[src/rtl/calculator.sv]
// rtl/calculator.sv - RPN 8-bit calculator with parenthesis depth tracking
//
// calculator: executes one opcode per clock.
//   clk     in  1  rising-edge clock
//   rst     in  1  synchronous active-high reset
//   opcode  in  3  000 add, 001 mul, 010 '(', 011 ')', 100 push, 101 '=', 11x nop
//   operand in  8  push data, ignored otherwise
//   result  out 8  value captured by the last '='
//   ready   out 1  result holds a fresh evaluation
//
// calc_stack_alu: operand stack plus add/mul datapath.
//   push/add/mul/clear  in  1  one-hot-ish commands from the decoder
//   operand             in  8  push data
//   top                 out 8  current top-of-stack entry
//   sp_count            out    entry count, 0..DEPTH

module calc_stack_alu #(
    parameter int DEPTH = 16,
    parameter int SPW   = $clog2(DEPTH) + 1
) (
    input  logic           clk,
    input  logic           rst,
    input  logic           push,
    input  logic           add,
    input  logic           mul,
    input  logic           clear,
    input  logic [7:0]     operand,
    output logic [7:0]     top,
    output logic [SPW-1:0] sp_count
);
    localparam int IW = (DEPTH > 1) ? $clog2(DEPTH) : 1;

    logic [7:0]     stack [0:DEPTH-1];
    logic [SPW-1:0] stack_pointer;

    logic [IW-1:0]  w_idx_top;
    logic [IW-1:0]  w_idx_below;
    logic [IW-1:0]  w_idx_push;
    logic [7:0]     w_a;
    logic [7:0]     w_b;
    logic [7:0]     w_sum;
    logic [7:0]     w_prod;

    // Indices wrap when sp is too small; every use is guarded by an sp check.
    assign w_idx_top   = IW'(stack_pointer - SPW'(1));
    assign w_idx_below = IW'(stack_pointer - SPW'(2));
    assign w_idx_push  = IW'(stack_pointer);
    assign w_a         = stack[w_idx_below];
    assign w_b         = stack[w_idx_top];
    // Low 8 bits are identical for signed and unsigned operands.
    assign w_sum       = w_a + w_b;
    assign w_prod      = w_a * w_b;

    assign top      = w_b;
    assign sp_count = stack_pointer;

    always_ff @(posedge clk) begin
        if (rst) begin
            stack_pointer <= '0;
            for (int i = 0; i < DEPTH; i++) begin
                stack[i] <= 8'h00;
            end
        end else if (clear) begin
            stack_pointer <= '0;
        end else if (push) begin
            if (stack_pointer < SPW'(DEPTH)) begin
                stack[w_idx_push] <= operand;
                stack_pointer     <= stack_pointer + SPW'(1);
            end
        end else if ((add || mul) && (stack_pointer >= SPW'(2))) begin
            stack[w_idx_below] <= add ? w_sum : w_prod;
            stack_pointer      <= stack_pointer - SPW'(1);
        end
    end
endmodule

module calculator #(
    parameter int DEPTH     = 16,
    parameter int PAREN_MAX = 15
) (
    input  logic       clk,
    input  logic       rst,
    input  logic [2:0] opcode,
    input  logic [7:0] operand,
    output logic [7:0] result,
    output logic       ready
);
    localparam int SPW = $clog2(DEPTH) + 1;
    localparam int PDW = (PAREN_MAX > 0) ? $clog2(PAREN_MAX + 1) : 1;

    localparam logic [2:0] OP_ADD   = 3'b000;
    localparam logic [2:0] OP_MUL   = 3'b001;
    localparam logic [2:0] OP_OPEN  = 3'b010;
    localparam logic [2:0] OP_CLOSE = 3'b011;
    localparam logic [2:0] OP_PUSH  = 3'b100;
    localparam logic [2:0] OP_EQUAL = 3'b101;

    logic [7:0]     r_result;
    logic           r_ready;
    logic [PDW-1:0] r_paren_depth;

    logic [7:0]     w_top;
    logic [SPW-1:0] w_sp;
    logic           w_push;
    logic           w_add;
    logic           w_mul;
    logic           w_clear;

    assign w_push  = (opcode == OP_PUSH);
    assign w_add   = (opcode == OP_ADD);
    assign w_mul   = (opcode == OP_MUL);
    // '=' on an empty stack must not disturb anything but ready.
    assign w_clear = (opcode == OP_EQUAL) && (w_sp != '0);

    calc_stack_alu #(
        .DEPTH (DEPTH),
        .SPW   (SPW)
    ) stack_alu (
        .clk      (clk),
        .rst      (rst),
        .push     (w_push),
        .add      (w_add),
        .mul      (w_mul),
        .clear    (w_clear),
        .operand  (operand),
        .top      (w_top),
        .sp_count (w_sp)
    );

    always_ff @(posedge clk) begin
        if (rst) begin
            r_result      <= 8'h00;
            r_ready       <= 1'b0;
            r_paren_depth <= '0;
        end else begin
            case (opcode)
                OP_ADD, OP_MUL, OP_PUSH: begin
                    r_ready <= 1'b0;
                end
                OP_OPEN: begin
                    r_ready <= 1'b0;
                    if (r_paren_depth < PDW'(PAREN_MAX)) begin
                        r_paren_depth <= r_paren_depth + PDW'(1);
                    end
                end
                OP_CLOSE: begin
                    r_ready <= 1'b0;
                    if (r_paren_depth != '0) begin
                        r_paren_depth <= r_paren_depth - PDW'(1);
                    end
                end
                OP_EQUAL: begin
                    if (w_sp != '0) begin
                        r_result      <= w_top;
                        r_ready       <= 1'b1;
                        r_paren_depth <= '0;
                    end else begin
                        r_ready <= 1'b0;
                    end
                end
                default: begin
                end
            endcase
        end
    end

    assign result = r_result;
    assign ready  = r_ready;
endmodule

[config.mk]
export PLATFORM = sky130hd
export DESIGN_NAME = calculator
export DESIGN_NICKNAME = d
export VERILOG_FILES = /design/src/rtl/calculator.sv
export SDC_FILE = /design/constraint.sdc
export NUM_CORES = 1
export LEC_CHECK = 0
export BUFFER_PORTS_ARGS = -buffer_cell sky130_fd_sc_hd__buf_2
export CAP_MARGIN = 5
export CORE_ASPECT_RATIO = 0.8
export CORE_MARGIN = 2
export CORE_UTILIZATION = 30
export CTS_CLUSTER_SIZE = 28
export DETAILED_ROUTE_END_ITERATION = 8
export GPL_ROUTABILITY_DRIVEN = 0
export GPL_TIMING_DRIVEN = 0
export PLACE_DENSITY = 0.42
export RECOVER_POWER = 50
export SYNTH_ARGS = -nofsm -noshare
export SYNTH_HDL_FRONTEND = slang
export SYNTH_SLANG_ARGS = --single-unit
export TNS_END_PERCENT = 100
[constraint.sdc]
create_clock -name clk -period 6.6 [get_ports clk]
set_input_delay 0.66 -clock clk [delete_from_list [all_inputs] [get_ports clk]]
set_output_delay 0.66 -clock clk [all_outputs]
set_load 0.02 [all_outputs]
Yosys cells after proc, flatten, opt, wreduce, memory -nomap -nowiden
Memories as Yosys holds them, arrays and structs flattened. Cells that the tools add are included.

Flip-flop bits (word level): 14. RAM bits: 128. Memories kept: 1.

Add/sub/neg operators: 4. Multiply operators: 1. Order comparisons: 2. Equality and inequality tests: 6. Mux-type cells: 24. Reductions and logical operators: 13.

Memories: stack_alu.stack (depth 16, bits a word 8, rd ports 2, clocked after Yosys merged registers in 0, wr ports 16, RTL line 33) `logic [7:0] stack [0:DEPTH-1];`.

Operator list (number): $mux W8 (3); $reduce_or A8 Y1 (2); $mux W1 (15); $mux W5 (3); $add A8 B8 Y8 (1); $mul A8 B8 Y8 (1); $mux W4 (2); $eq A3 B2 Y1 const B (2); $eq A3 B3 Y1 const B (2); $add A5 B1 Y5 const B (1); $ge A5 B2 Y1 const B (1); $lt A5 B5 Y1 const B (1); $reduce_bool A5 Y1 (1); $reduce_or A5 Y1 (1); $sub A5 B1 Y5 const B (1); $reduce_and A2 Y1 (2); $reduce_bool A2 Y1 (2); $sub A4 B2 Y4 const B (1); $eq A3 B1 Y1 const B (1); $logic_not A3 Y1 (1); $logic_and A1 B1 Y1 (2); $ne A2 B2 Y1 const B (1); $pmux W1 S2 (1); $reduce_or A2 Y1 (1); $logic_or A1 B1 Y1 (1).

Logic depth before layout (Yosys ltp)
Depth in word-level cells: 10. Depth in mapped cells: 31. Depth with buffers taken out: 25.

By module
A second synthesis with hierarchy kept.

Cell total of the unflattened synthesis: 709. Area, all modules: 9136.3 um2.

Modules (own cells, without submodules): calc_stack_alu (instances 1, cells each 665, area each 8693.3 um2); calculator (instances 1, cells each 44, area each 442.9 um2).

Worst setup path before layout
OpenSTA, ideal clock, no wires.

Path kind: flip-flop to flip-flop. Start: reg stack_alu.stack_pointer[1], in the netlist stack_alu.sp_count[1]. End: mem stack_alu.stack[11][7], data pin. Library setup time: 263 ps. Arrival time: 6545 ps. Required time: 6337 ps. Slack: -208 ps. Cell stages (with the launch flop): 29. Clock period less this slack: 6808 ps. Cell sequence: dfxtp_1 -> buf_2 -> buf_2 -> buf_2 -> inv_2 -> ha_1 -> inv_2 -> buf_6 -> mux4_2 -> mux2_2 -> o211a_4 -> ha_1 -> inv_1 -> fa_1 -> inv_1 -> ha_1 -> fa_1 -> inv_1 -> fa_1 -> inv_1 -> ha_1 -> a21oi_1 -> xnor2_1 -> xnor2_1 -> xnor3_2 -> xnor2_2 -> mux2i_2 -> buf_6 -> a21oi_2.

RTL lines: start, declared (RTL line 34) `logic [SPW-1:0] stack_pointer;`; start signal, assigned (RTL line 68) `stack_pointer <= stack_pointer + SPW'(1);`; start signal, assigned (RTL line 72) `stack_pointer <= stack_pointer - SPW'(1);`; end, declared (RTL line 33).

==> flow_summary_export.csv <==
group,metric,value,unit
synth,postSynthAreaPerCell,12.1,um2
floorplan,core_area,29400,um2
placement,io_buffer_count,21,
clock_tree,cts_htree_levels,4,
routing,drt_first_pass_iters,5,
routing,drt-vias-per-instance,5.48,
hold_path,hold_class,"flip-flop to flip-flop",
sta,timing.final.ws_setup,180,ps
layout,area_growth,22.7,%
routing,dr_total_vias,6618,
placement,dpl.hpwl,22.4,mm
floorplan,die_h,158,um
clock_tree,numCtsBuffers,17,
layout,nNetsFinal,873,
layout,antenna_cells,0,
critical_path,cp.arrival,6590,ps
placement,post-place-ws,-1700,ps
routing,antenna_left,0,
sta,fmax,0.156,GHz
synth,yosysTopAreaCell,"edfxtp_1",
layout,multiInputGateArea,4800,um2
critical_path,max_stage_delay,520,ps
status,violations,"max-capacitance violations, max-slew violations",
floorplan,die-area,31200,um2
status,outcome,"complete, but fails checks",
critical_path,cp_max_fo,5,
global_routing,grt.total_usage,0.213,
placement,place_area,9560,um2
routing,drt_wl_total,32.0,mm
clock_tree,clk_pin_slew_worst_paths,60,ps
clock_tree,cts_tree,"built",
sta,hold_violations,0,
sta,finalCritPeriodShare,0.973,
synth,ys_ff_latch,142,
layout,regArea,4130,um2
critical_path,cp-end-kind,"flip-flop",
floorplan,start_util,0.305,
layout,mostFrequentLayoutCells,"nor2_1 (146), edfxtp_1 (128), mux4_2 (61)",
global_routing,gr-total-overflow,0,
critical_path,cp-start-kind,"flip-flop",
critical_path,cpMaxStageDelayCell,"fa_2",
layout,fillCellCount,2826,
layout,post-route-cell-area,11000,um2
clock_tree,root_buffer,"clkbuf_16",
clock_tree,clk_path_buf_depth,2,
floorplan,chipWidth,197,um
synth,syn_area,8950,um2
layout,drive_gt1_frac,0.301,
floorplan,placementRows,56,
synth,yosysWarningCount,0,
synth,synth_top_area_share,0.430,
clock_tree,cts_sinks,142,
critical_path,timing.critical_path.buf_inv,11,
global_routing,grt_max_degree,17,
sta,max_slew_margin,-0.125,
global_routing,grt_pass1_wl,46.6,mm
routing,wl_per_cell,26.5,um
sta,finalSetupViolations,0,
routing,drtIter0Drc,630,
flow_run,cap_viol_max_count,1,
synth,synth_seq_area_share,0.461,
layout,final_util,0.374,
sta,slew_violations,8,
clock_tree,cts_hold_buf,0,
synth,syn_nets,795,
critical_path,required,6770,ps
synth,netlist_top_cells_area,"edfxtp_1 (43%), mux4_2 (15%), nor2_1 (6.1%)",
layout,layout_commonest_cell,"nor2_1",
floorplan,ios,22,
routing,remaining_drc_errors,0,
synth,ys_types,57,
global_routing,grt_pass1_vias,6724,
sta,fin_crit,6420,ps
critical_path,critPathKind,"flip-flop to flip-flop",
synth,synthCells,739,
global_routing,antenna_found_initial,0,
sta,worst_pin_slew,1670,ps
clock_tree,clk_latency,440,ps
sta,fin_skew,12.9,ps
critical_path,critPathTopFamily,"adder cells",
-- registers in the layout (all words and copies together), names as in the netlist --
| signal | count |
|---|---|
| stack_alu.sp_count | 5 |
| ready | 1 |
| result | 8 |
| stack_alu.stack | 128 |
-- logic make-up after synthesis --
kind of cell               count (synthesis)  share of synthesized area
AOI/OAI and AO/OA                         77                     0.0573
xor gates and xnor gates                  31                     0.0373
adders and majority gates                 43                     0.0710
buffers and inverters                     82                     0.0447
DFF                                      142                      0.461
muxes                                     99                      0.200
and+or+nand+nor                          265                      0.129
-- cell usage after synthesis, drive strengths merged --
cell type	number
clkbuf	18
a21boi	2
o211ai	3
and3	4
nand3	4
a22oi	6
buf	23
o21ai	13
xnor2	22
ha	30
a31oi	3
inv	41
or2	2
a211oi	3
o22ai	1
xor2	7
or3b	1
or3	4
mux2	6
a41oi	1
a21oi	36
a41o	1
nor2	146
a21o	4
nor3	4
nand2	60
a311o	1
nand3b	3
xnor3	2
nor3b	6
nand2b	17
mux4	62
o211a	1
and2	11
edfxtp	128
nor2b	3
fa	13
o21bai	2
dfxtp	14
mux2i	31
-- layer usage --
| layer | part of all wire | global-route usage | vias up |
|---|---|---|---|
| met5 | 0 | 0 | - |
| met4 | 0.020 | 0.0580 | 0 |
| met1 | 0.43 | 0.285 | 3420 |
| met3 | 0.10 | 0.0691 | 40 |
| met2 | 0.45 | 0.332 | 327 |
| li1 | - | - | 2831 |
-- worst min-delay path, stage by stage (launching register included) --
cell and delay, ps:
dfxtp_1 330, mux2i_1 70, nor2_1 70
-- cell type report --
class                           count  share of cell area
Tap cell                          377              0.0430
Timing Repair Buffer               61              0.0447
Clock inverter                     14             0.00992
Buffer                             39              0.0323
Multi-Input combinational cell    515               0.437
Clock buffer                       18              0.0391
Sequential cell                   142               0.376
Inverter                           41              0.0178
-- stage by stage --
step	hold slack, ps	TNS, ps	cells
after floorplan	502	0	739
after global placement	474	-74460	1137
after detailed placement	488	-74400	1137
after CTS	503	0	1204
after global routing	538	-3.56	1207
final	502	0	1207
-- repair_timing --
action / in CTS / in global routing
setup endpoints to repair: 80 / 26
buffers inserted: 34 / 5
resized for setup: 82 / 48
hold endpoints to repair: 0 / 0
cloned: 1 / 0
pin swaps: 18 / 31
-- path summary, 6_finish.rpt --
kind / from / endpoint / slack, ps / cells past startpoint
max: stack_alu.sp_count[0] / stack_alu.stack[9][7] / 180 / 28
min: result[5] / result[5] / 500 / 2
max reg2reg: stack_alu.sp_count[0] / stack_alu.stack[9][7] / 180 / 28
min reg2reg: result[5] / result[5] / 500 / 2
Power is not shown: default switching activity piles up to over one toggle a cycle in this logic, so the estimate is an artifact.
